<file path="src/rtl/gb_pkg.sv">
`default_nettype none
// ============================================================================
// Module      : gb_pkg
// Description : Shared definitions for the Game Boy serial link block:
//               transfer state encoding, CPU register addresses and the
//               default bit-period dividers.
// Revision    : 1.0 - initial release
// ============================================================================
package gb_pkg;

    // Transfer state; explicit 2-bit encoding.
    typedef enum logic [1:0] {
        ST_IDLE     = 2'd0,
        ST_XFER_INT = 2'd1,
        ST_XFER_EXT = 2'd2
    } gb_state_e;

    // CPU-visible register addresses (low byte of FF01 / FF02).
    localparam logic [7:0] ADDR_SB = 8'h01;
    localparam logic [7:0] ADDR_SC = 8'h02;

    // Default clk cycles per bit: 8192 Hz and 262144 Hz at 4.19 MHz.
    localparam int GB_DIV_NORMAL_DEF = 512;
    localparam int GB_DIV_FAST_DEF   = 16;

endpackage : gb_pkg
`default_nettype wire

</file>
<file path="src/rtl/gb_sync_edge.sv">
`default_nettype none
// ============================================================================
// Module      : gb_sync_edge
// Description : Two-flop synchroniser for an asynchronous input followed by
//               a rising/falling edge detector on the synchronised value.
// Ports       : clk     - system clock
//               reset   - synchronous active-high reset
//               async_i - asynchronous input (idle high)
//               rise_o  - one-clk pulse on a synchronised rising edge
//               fall_o  - one-clk pulse on a synchronised falling edge
// Revision    : 1.0 - initial release
// ============================================================================
module gb_sync_edge (
    input  logic clk,
    input  logic reset,
    input  logic async_i,
    output logic rise_o,
    output logic fall_o
);

    logic meta_q;
    logic sync_q;
    logic prev_q;

    // All flops reset high so an idle-high link clock produces no edge
    // when reset is released.
    always_ff @(posedge clk) begin
        if (reset) begin
            meta_q <= 1'b1;
            sync_q <= 1'b1;
            prev_q <= 1'b1;
        end else begin
            meta_q <= async_i;
            sync_q <= meta_q;
            prev_q <= sync_q;
        end
    end

    assign rise_o = sync_q & ~prev_q;
    assign fall_o = ~sync_q & prev_q;

endmodule : gb_sync_edge
`default_nettype wire

</file>
<file path="src/rtl/gb_serial.sv">
`default_nettype none
// ============================================================================
// Module      : gb_serial
// Description : Game Boy serial link controller (SB/SC registers). Shifts
//               8 bits MSB-first using either an internal divided clock or
//               an external link clock, then raises a one-clk interrupt.
// Ports       : clk, reset            - system clock, sync active-high reset
//               cpu_sel_sb/cpu_sel_sc - CPU addressing SB (FF01) / SC (FF02)
//               cpu_wr, cpu_di        - write strobe and data
//               cpu_do                - combinational read data
//               irq                   - serial interrupt pulse
//               ser_clk_in            - external link clock (async)
//               ser_data_in           - link receive data
//               ser_clk_out           - internal link clock (idle high)
//               ser_data_out          - link transmit data
//               ser_clk_oe            - internal clock transfer active
// Revision    : 1.0 - initial release
// ============================================================================
module gb_serial
    import gb_pkg::*;
#(
    parameter int DIV_NORMAL = GB_DIV_NORMAL_DEF,
    parameter int DIV_FAST   = GB_DIV_FAST_DEF,
    parameter int CGB        = 0
) (
    input  logic       clk,
    input  logic       reset,
    input  logic       cpu_sel_sb,
    input  logic       cpu_sel_sc,
    input  logic       cpu_wr,
    input  logic [7:0] cpu_di,
    output logic [7:0] cpu_do,
    output logic       irq,
    input  logic       ser_clk_in,
    input  logic       ser_data_in,
    output logic       ser_clk_out,
    output logic       ser_data_out,
    output logic       ser_clk_oe
);

    localparam int DIV_MAX = (DIV_NORMAL > DIV_FAST) ? DIV_NORMAL : DIV_FAST;
    localparam int DIV_W   = $clog2(DIV_MAX);

    localparam logic [DIV_W-1:0] NORM_LAST = DIV_W'(DIV_NORMAL - 1);
    localparam logic [DIV_W-1:0] NORM_HALF = DIV_W'(DIV_NORMAL / 2);
    localparam logic [DIV_W-1:0] FAST_LAST = DIV_W'(DIV_FAST - 1);
    localparam logic [DIV_W-1:0] FAST_HALF = DIV_W'(DIV_FAST / 2);

    gb_state_e        state_q, state_d;
    logic [7:0]       sb_q, sb_d;
    logic             start_q, start_d;
    logic             intclk_q, intclk_d;
    logic             fast_q, fast_d;
    logic [3:0]       bitcnt_q, bitcnt_d;
    logic [DIV_W-1:0] div_q, div_d;
    logic             irq_q, irq_d;
    logic             clk_out_q, clk_out_d;
    logic             data_out_q, data_out_d;

    logic             w_ext_rise;
    logic             w_ext_fall;
    logic             w_fast_wr;
    logic [7:0]       w_sc_rd;
    logic             w_done;
    logic [DIV_W-1:0] w_div_last;
    logic [DIV_W-1:0] w_div_half;

    gb_sync_edge u_sync (
        .clk     (clk),
        .reset   (reset),
        .async_i (ser_clk_in),
        .rise_o  (w_ext_rise),
        .fall_o  (w_ext_fall)
    );

    // The fast bit only exists on CGB; on DMG it reads back as 1 and never
    // latches, so the normal divider is always used.
    generate
        if (CGB != 0) begin : g_fast_en
            assign w_fast_wr = cpu_di[1];
            assign w_sc_rd   = {start_q, 5'h1F, fast_q, intclk_q};
        end else begin : g_fast_dis
            assign w_fast_wr = 1'b0;
            assign w_sc_rd   = {start_q, 6'h3F, intclk_q};
        end
    endgenerate

    assign cpu_do = cpu_sel_sb ? sb_q :
                    cpu_sel_sc ? w_sc_rd : 8'hFF;

    assign w_div_last = fast_q ? FAST_LAST : NORM_LAST;
    assign w_div_half = fast_q ? FAST_HALF : NORM_HALF;

    // Internal clock: finish once the eighth bit period has fully elapsed
    // (divider wrapped back to 0). External clock: finish the cycle after
    // the eighth shift.
    assign w_done = (bitcnt_q == 4'd8) &&
                    ((state_q == ST_XFER_EXT) ||
                     ((state_q == ST_XFER_INT) && (div_q == '0)));

    always_comb begin
        state_d    = state_q;
        sb_d       = sb_q;
        start_d    = start_q;
        intclk_d   = intclk_q;
        fast_d     = fast_q;
        bitcnt_d   = bitcnt_q;
        div_d      = div_q;
        irq_d      = 1'b0;
        clk_out_d  = clk_out_q;
        data_out_d = data_out_q;

        if (w_done) begin
            state_d   = ST_IDLE;
            start_d   = 1'b0;
            irq_d     = 1'b1;
            clk_out_d = 1'b1;
        end else begin
            case (state_q)
                ST_XFER_INT: begin
                    if (div_q == '0) begin
                        clk_out_d  = 1'b0;
                        data_out_d = sb_q[7];
                    end else if (div_q == w_div_half) begin
                        clk_out_d = 1'b1;
                        sb_d      = {sb_q[6:0], ser_data_in};
                        bitcnt_d  = bitcnt_q + 4'd1;
                    end
                    div_d = (div_q == w_div_last) ? '0 : div_q + 1'b1;
                end
                ST_XFER_EXT: begin
                    if (w_ext_fall) begin
                        data_out_d = sb_q[7];
                    end else if (w_ext_rise) begin
                        sb_d     = {sb_q[6:0], ser_data_in};
                        bitcnt_d = bitcnt_q + 4'd1;
                    end
                end
                default: ;
            endcase
        end

        // CPU writes override whatever the shifter did this cycle; the
        // interrupt pulse from a coinciding completion is kept.
        if (cpu_wr && cpu_sel_sb) begin
            sb_d = cpu_di;
        end
        if (cpu_wr && cpu_sel_sc) begin
            start_d   = cpu_di[7];
            intclk_d  = cpu_di[0];
            fast_d    = w_fast_wr;
            bitcnt_d  = 4'd0;
            div_d     = '0;
            clk_out_d = 1'b1;
            if (!cpu_di[7]) begin
                state_d = ST_IDLE;
            end else if (cpu_di[0]) begin
                state_d = ST_XFER_INT;
            end else begin
                state_d = ST_XFER_EXT;
            end
        end
    end

    always_ff @(posedge clk) begin
        if (reset) begin
            state_q    <= ST_IDLE;
            sb_q       <= 8'h00;
            start_q    <= 1'b0;
            intclk_q   <= 1'b0;
            fast_q     <= 1'b0;
            bitcnt_q   <= 4'd0;
            div_q      <= '0;
            irq_q      <= 1'b0;
            clk_out_q  <= 1'b1;
            data_out_q <= 1'b1;
        end else begin
            state_q    <= state_d;
            sb_q       <= sb_d;
            start_q    <= start_d;
            intclk_q   <= intclk_d;
            fast_q     <= fast_d;
            bitcnt_q   <= bitcnt_d;
            div_q      <= div_d;
            irq_q      <= irq_d;
            clk_out_q  <= clk_out_d;
            data_out_q <= data_out_d;
        end
    end

    assign irq          = irq_q;
    assign ser_clk_out  = clk_out_q;
    assign ser_data_out = data_out_q;
    assign ser_clk_oe   = (state_q == ST_XFER_INT);

endmodule : gb_serial
`default_nettype wire

</file>
<file path="config.mk">
export PLATFORM = sky130hd
export DESIGN_NAME = gb_serial
export DESIGN_NICKNAME = d
export VERILOG_FILES = /design/src/rtl/gb_pkg.sv /design/src/rtl/gb_sync_edge.sv /design/src/rtl/gb_serial.sv
export SDC_FILE = /design/constraint.sdc
export NUM_CORES = 1
export LEC_CHECK = 0
export CAP_MARGIN = 20
export CORE_AREA = 2 2 60 76
export CTS_CLUSTER_DIAMETER = 150
export CTS_CLUSTER_SIZE = 24
export DETAILED_ROUTE_END_ITERATION = 10
export DIE_AREA = 0 0 62 78
export GPL_TIMING_DRIVEN = 0
export SLEW_MARGIN = 20
export SYNTH_ARGS = -nofsm -noshare
export SYNTH_HDL_FRONTEND = slang
export SYNTH_SLANG_ARGS = --single-unit
export TNS_END_PERCENT = 10
</file>
<file path="constraint.sdc">
create_clock -name clk -period 2 [get_ports clk]
set_input_delay 0.6 -clock clk [delete_from_list [all_inputs] [get_ports clk]]
set_output_delay 0.6 -clock clk [all_outputs]
set_load 0.1 [all_outputs]
</file>
Yosys cells after proc, flatten, opt, wreduce, memory -nomap -nowiden
Cells that the tools add are included.
{"block": "word_totals", "wordCells": 79, "inputBits": 15, "ff_bits": 31}
{"block": "classes", "reduce_logical": 17, "add_sub_neg": 2, "bitwise_logic": 5, "eq_ne": 16, "mux": 27}
{"operator": "two-way mux 8 bit", "n": 8}
{"operator": "equality test 9 bit, second input constant", "n": 2}
{"operator": "two-way mux 4 bit", "n": 4}
{"operator": "case mux 8 bit (2 select lines)", "n": 1}
{"operator": "AND reduction 6 bit", "n": 2}
{"operator": "!= test 2 x 1 -> 1 bit, second input constant", "n": 5}
{"operator": "adder 9 x 1 -> 9 bit, second input constant", "n": 1}
{"operator": "logical NOT 9 bit", "n": 1}
{"operator": "two-way mux 9 bit", "n": 1}
{"operator": "two-way mux 2 bit", "n": 4}
{"operator": "case mux 4 bit (2 select lines)", "n": 1}
{"operator": "two-way mux 1 bit", "n": 7}
{"operator": "!= test 3 x 1 -> 1 bit, second input constant", "n": 2}
{"operator": "nonzero test 2 bit", "n": 3}
{"operator": "adder 4 x 1 -> 4 bit, second input constant", "n": 1}
{"operator": "equality test 4 bit, second input constant", "n": 1}
{"operator": "logical AND 1 bit", "n": 4}
{"operator": "!= test 2 bit, second input constant", "n": 2}
{"operator": "AND reduction 2 bit", "n": 2}
{"operator": "AND reduction 4 bit", "n": 1}
{"operator": "!= test 3 x 2 -> 1 bit, second input constant", "n": 1}
{"operator": "!= test 3 bit, second input constant", "n": 1}
{"operator": "NOT 1 bit", "n": 3}
{"operator": "nonzero test 3 bit", "n": 1}
{"operator": "other kinds (7)", "n": 8}

Logic depth before layout (Yosys ltp)
{"block": "depth", "depth_word": 7, "mapped_depth": 9, "depth_no_buf": 8}

By module
A second synthesis with hierarchy kept.
{"block": "hier_totals", "hier_cells": 203, "area_unflattened_um2": 1675.4}
{"module": "gb_serial", "instances": 1, "seq_area_each_um2": 560.5, "cells_per_inst": 195, "area_each_um2": 1582.8}
{"module": "gb_sync_edge", "instances": 1, "seq_area_each_um2": 60.1, "cells_per_inst": 8, "area_each_um2": 92.6}

Worst setup path before layout
Ideal clock, no wire load.
{"block": "synth_timing", "kind": "input -> output", "from": "input cpu_sel_sb", "to": "output cpu_do[0]", "stages": 3, "setup_slack_ns": -0.996, "path_buffers": 1, "arrival_ns": 2.396, "cell_sequence": "clkbuf_1 -> nor2_1 -> a21oi_1"}
{"block": "synth_between", "elab_chain_len": 1}
{"item": "start, declared", "line": "gb_serial.sv:28", "text": "input logic cpu_sel_sb,"}
{"item": "two-way mux 8 bit", "line": "gb_serial.sv:88", "text": "assign cpu_do = cpu_sel_sb ? sb_q :"}
{"item": "end, declared", "line": "gb_serial.sv:32", "text": "output logic [7:0] cpu_do,"}
Every way passes these cells.

Final worst setup path
{"block": "layout_timing", "from": "register div_q[0]", "to": "register div_q[2]"}
{"block": "layout_between", "elab_chain_len": 6}
{"item": "start, declared", "line": "gb_serial.sv:55", "text": "logic [DIV_W-1:0] div_q, div_d;"}
{"item": "start signal, assigned", "line": "gb_serial.sv:184", "text": "div_q <= div_d;"}
{"item": "branches (longest 6 deep; another with adder 9 x 1 -> 9 bit)"}
Several ways; the timed one is not identified.
A chain may end at the register's enable or synchronous reset.

==> impl_metrics.prom <==
# TYPE chip_impl_metric gauge
chip_impl_info{name="run_status",value="complete, no violations"} 1
chip_impl_metric{name="finalMaxSlewViolations",unit=""} 0
chip_impl_metric{name="clock_path_buffers",unit=""} 2
chip_impl_metric{name="area.growth.synth_to_final",unit="%"} 36.0
chip_impl_metric{name="synthesis.area",unit="um^2"} 1580
chip_impl_metric{name="crit_path_arrival_time",unit="ns"} 2.18
chip_impl_metric{name="cts_hold_buf",unit=""} 0
chip_impl_metric{name="drt_wl_total",unit="um"} 3840
chip_impl_metric{name="period_share",unit="%"} 98.7
chip_impl_metric{name="via_per_inst",unit=""} 5.23
chip_impl_metric{name="layout.core_utilization",unit="%"} 52.8
chip_impl_metric{name="ir_drop",unit="mV"} 0.456
chip_impl_metric{name="initialDrtViolationCount",unit=""} 37
chip_impl_metric{name="antenna-diode-count",unit=""} 0
chip_impl_info{name="timing.hold.worst.class",value="reg -> reg"} 1
chip_impl_metric{name="core_area",unit="um^2"} 4070
chip_impl_metric{name="via_count",unit=""} 1411
chip_impl_metric{name="timing.fmax",unit="MHz"} 507
chip_impl_metric{name="synthArstFlopShare",unit="%"} 0
chip_impl_metric{name="yosys.cell_types.count",unit=""} 39
chip_impl_metric{name="final-setup-viol-count",unit=""} 0
chip_impl_info{name="synth.top_cells.by_area",value="sky130_fd_sc_hd__dfxtp_1 (39%), sky130_fd_sc_hd__mux2i_1 (7.0%), sky130_fd_sc_hd__nor2_1 (5.7%)"} 1
chip_impl_metric{name="synthDominantCellAreaShare",unit="%"} 39.3
chip_impl_metric{name="post-route-drc-count",unit=""} 0
chip_impl_metric{name="layout-drive-gt1-share",unit="%"} 24.8
chip_impl_metric{name="cts_buffers",unit=""} 5
chip_impl_info{name="tritoncts",value="yes"} 1
chip_impl_metric{name="postPlaceCellArea",unit="um^2"} 1940
chip_impl_info{name="clk_root_buffer_cell",value="sky130_fd_sc_hd__clkbuf_8"} 1
chip_impl_metric{name="syn-num-nets",unit=""} 201
chip_impl_metric{name="drt_pre_antenna_iters",unit=""} 4
chip_impl_metric{name="ys_seq_area_share",unit="%"} 39.3
chip_impl_metric{name="overflow",unit=""} 0
chip_impl_metric{name="dp_hpwl",unit="um"} 2830
chip_impl_info{name="critical_path.endpoint_type",value="flop"} 1
chip_impl_metric{name="routabilityCongestion",unit=""} 0.863
chip_impl_metric{name="nNetsFinal",unit=""} 235
chip_impl_metric{name="placementRows",unit=""} 26
chip_impl_metric{name="first_global_vias",unit=""} 1436
chip_impl_metric{name="period_minus_slack",unit="ns"} 1.97
chip_impl_info{name="timing_worst_setup_path_type",value="reg -> reg"} 1
chip_impl_metric{name="clk_pin_slew",unit="ns"} 0.06
chip_impl_metric{name="route.detailed.wl_per_inst",unit="um"} 14.2
chip_impl_metric{name="initial_antenna_violation_count",unit=""} 0
chip_impl_metric{name="path_max_fanout",unit=""} 10
chip_impl_metric{name="ys_seq_elements",unit=""} 31
chip_impl_metric{name="fin_worst_skew",unit="ns"} 0.00378
chip_impl_metric{name="clkLatencyLatePin",unit="ns"} 0.27
chip_impl_metric{name="cts_htree_levels",unit=""} 2
chip_impl_info{name="yosys.area.top_type",value="sky130_fd_sc_hd__dfxtp_1"} 1
chip_impl_metric{name="floorplan.initialDensity",unit="%"} 38.8
chip_impl_metric{name="drv.max_cap_violation_count",unit=""} 0
chip_impl_metric{name="die_h",unit="um"} 78
chip_impl_metric{name="place.port_buffers",unit=""} 25
chip_impl_metric{name="io_pins",unit=""} 27
chip_impl_metric{name="grt_max_degree",unit=""} 11
chip_impl_metric{name="clock_sinks",unit=""} 31
chip_impl_metric{name="synth_area_per_cell",unit="um^2"} 8.81
chip_impl_metric{name="grt.total_usage",unit="%"} 17.5
chip_impl_metric{name="yosysWarningCount",unit=""} 0
chip_impl_info{name="cp_launch_type",value="flop"} 1
chip_impl_metric{name="floorplan.die.width",unit="um"} 62
chip_impl_metric{name="synth_enable_flop_cells",unit=""} 0
chip_impl_metric{name="cp.required",unit="ns"} 2.21
chip_impl_metric{name="floorplan.die_area",unit="um^2"} 4840
chip_impl_info{name="most_instantiated_library_cell_after_synthesis",value="sky130_fd_sc_hd__dfxtp_1"} 1
chip_impl_metric{name="grt_pass1_wl",unit="um"} 6310
chip_impl_info{name="ys.flop_type",value="sky130_fd_sc_hd__dfxtp_1"} 1
chip_impl_info{name="rsz0062_at_grt",value="yes"} 1
chip_impl_metric{name="p_per_area",unit="nW/um^2"} 747
chip_impl_metric{name="number_of_filler_instances_in_the_final_layout",unit=""} 401
chip_impl_metric{name="number_of_hold_violations_in_the_final_report",unit=""} 0
chip_impl_info{name="post_synth_most_frequent_cells",value="sky130_fd_sc_hd__dfxtp_1 (31), sky130_fd_sc_hd__nor2_1 (24), sky130_fd_sc_hd__a21oi_1 (11), sky130_fd_sc_hd__mux2i_1 (11), sky130_fd_sc_hd__nand2_1 (10)"} 1
chip_impl_metric{name="standby_leakage_power",unit="uW"} 0.000807
chip_impl_metric{name="slew-limit-headroom",unit="%"} 63.0
chip_impl_metric{name="final_antenna_net_count",unit=""} 0
chip_impl_metric{name="worst_pin_slew",unit="ns"} 0.558
chip_impl_metric{name="syn_inst",unit=""} 179
chip_impl_metric{name="stdcell_area",unit="um^2"} 2150
per-layer routing:
metal,track usage (%),vias up,routed length (um)
met3,4.17,5,145
li1,-,709,-
met5,0,-,0
met1,18.8,669,1550
met4,7.02,0,55
met2,31.0,28,2090
cell type report:
type	instances	area, um^2	share of cell area [%]
inverter	6	22.5	1.05
sequential	31	622	29.0
buffer	7	52.6	2.45
tap	56	70.1	3.27
timing repair buffer	29	275	12.8
multi-input combinational	133	986	45.9
clock buffer	6	82.6	3.85
clock inverter	2	35.0	1.63
cell families after synthesis:
family	share of synthesized area (%)
AND/OR/NAND/NOR	25.0
AO/OA/AOI/OAI	18.2
flip-flops	39.3
buffers and inverters	4.36
multiplexers	6.98
adder cells (fa/ha/maj)	5.55
XOR/XNOR	0.555
metrics by stage:
step / cells / setup WS, ns / power (uW) / TNS (ns) / hold WS (ns)
after global placement: 260 / -1.20 / 968 / -12.61 / 0.391
after floorplan: 179 / -0.123 / 884 / -0.617 / 0.389
final: 270 / 0.0259 / 1600 / 0 / 0.416
after global routing: 270 / -0.0668 / 1680 / -0.187 / 0.442
after detailed placement: 260 / -1.19 / 973 / -13.63 / 0.403
after CTS: 268 / -0.0405 / 1620 / -0.0405 / 0.420
power by group:
group / internal (uW) / total, uW / switching (uW)
sequential: 639 / 656 / 16.8
clock: 403 / 629 / 226
combinational: 110 / 318 / 209
total: 1150 / 1600 / 451
registers in the layout, summed over array words and instances (netlist names):
name,count
sb_q,8
start_q,1
u_sync.sync_q,1
div_q,9
ser_clk_out,1
state_q,2
intclk_q,1
ser_data_out,1
u_sync.meta_q,1
irq,1
bitcnt_q,4
u_sync.prev_q,1
critical path, stage by stage (launching register included):
cell	delay, ns
sky130_fd_sc_hd__dfxtp_2	0.34
sky130_fd_sc_hd__ha_2	0.20
sky130_fd_sc_hd__and3_4	0.18
sky130_fd_sc_hd__and3_4	0.18
sky130_fd_sc_hd__and3_4	0.18
sky130_fd_sc_hd__ha_4	0.19
sky130_fd_sc_hd__or4b_1	0.50
sky130_fd_sc_hd__a21oi_1	0.13
cells in the final DEF (no fill, tap or decap), types with 4 or more instances in the layout:
cell type	count
sky130_fd_sc_hd__a31oi_1	4
sky130_fd_sc_hd__nand2b_1	9
sky130_fd_sc_hd__a21oi_1	8
sky130_fd_sc_hd__clkbuf_8	7
sky130_fd_sc_hd__clkdlybuf4s50_1	11
sky130_fd_sc_hd__ha_1	4
sky130_fd_sc_hd__a211oi_1	7
sky130_fd_sc_hd__nor2_1	24
sky130_fd_sc_hd__nand3_1	6
sky130_fd_sc_hd__inv_1	6
sky130_fd_sc_hd__buf_4	7
sky130_fd_sc_hd__dfxtp_1	30
sky130_fd_sc_hd__o211ai_1	5
sky130_fd_sc_hd__mux2i_1	11
sky130_fd_sc_hd__nand2_1	10
worst paths after layout:
check                           slack (ns)             to     startpoint  depth (start not counted)
worst max-delay path                  0.03       div_q[2]       div_q[0]                          7
worst min-delay path                  0.42  u_sync.sync_q  u_sync.meta_q                          1
worst max register to register        0.03       div_q[2]       div_q[0]                          7
worst min register to register        0.42  u_sync.sync_q  u_sync.meta_q                          1
repair_timing:
item | CTS | global route
endpoints found under the hold margin | 0 | 0
gates resized for setup | 81 | 8
endpoints found under the setup margin | 23 | 19
setup buffers | 0 | 3
pin swaps | 0 | 2
cloned | 1 | 0
(Power assumes the default switching activity.)
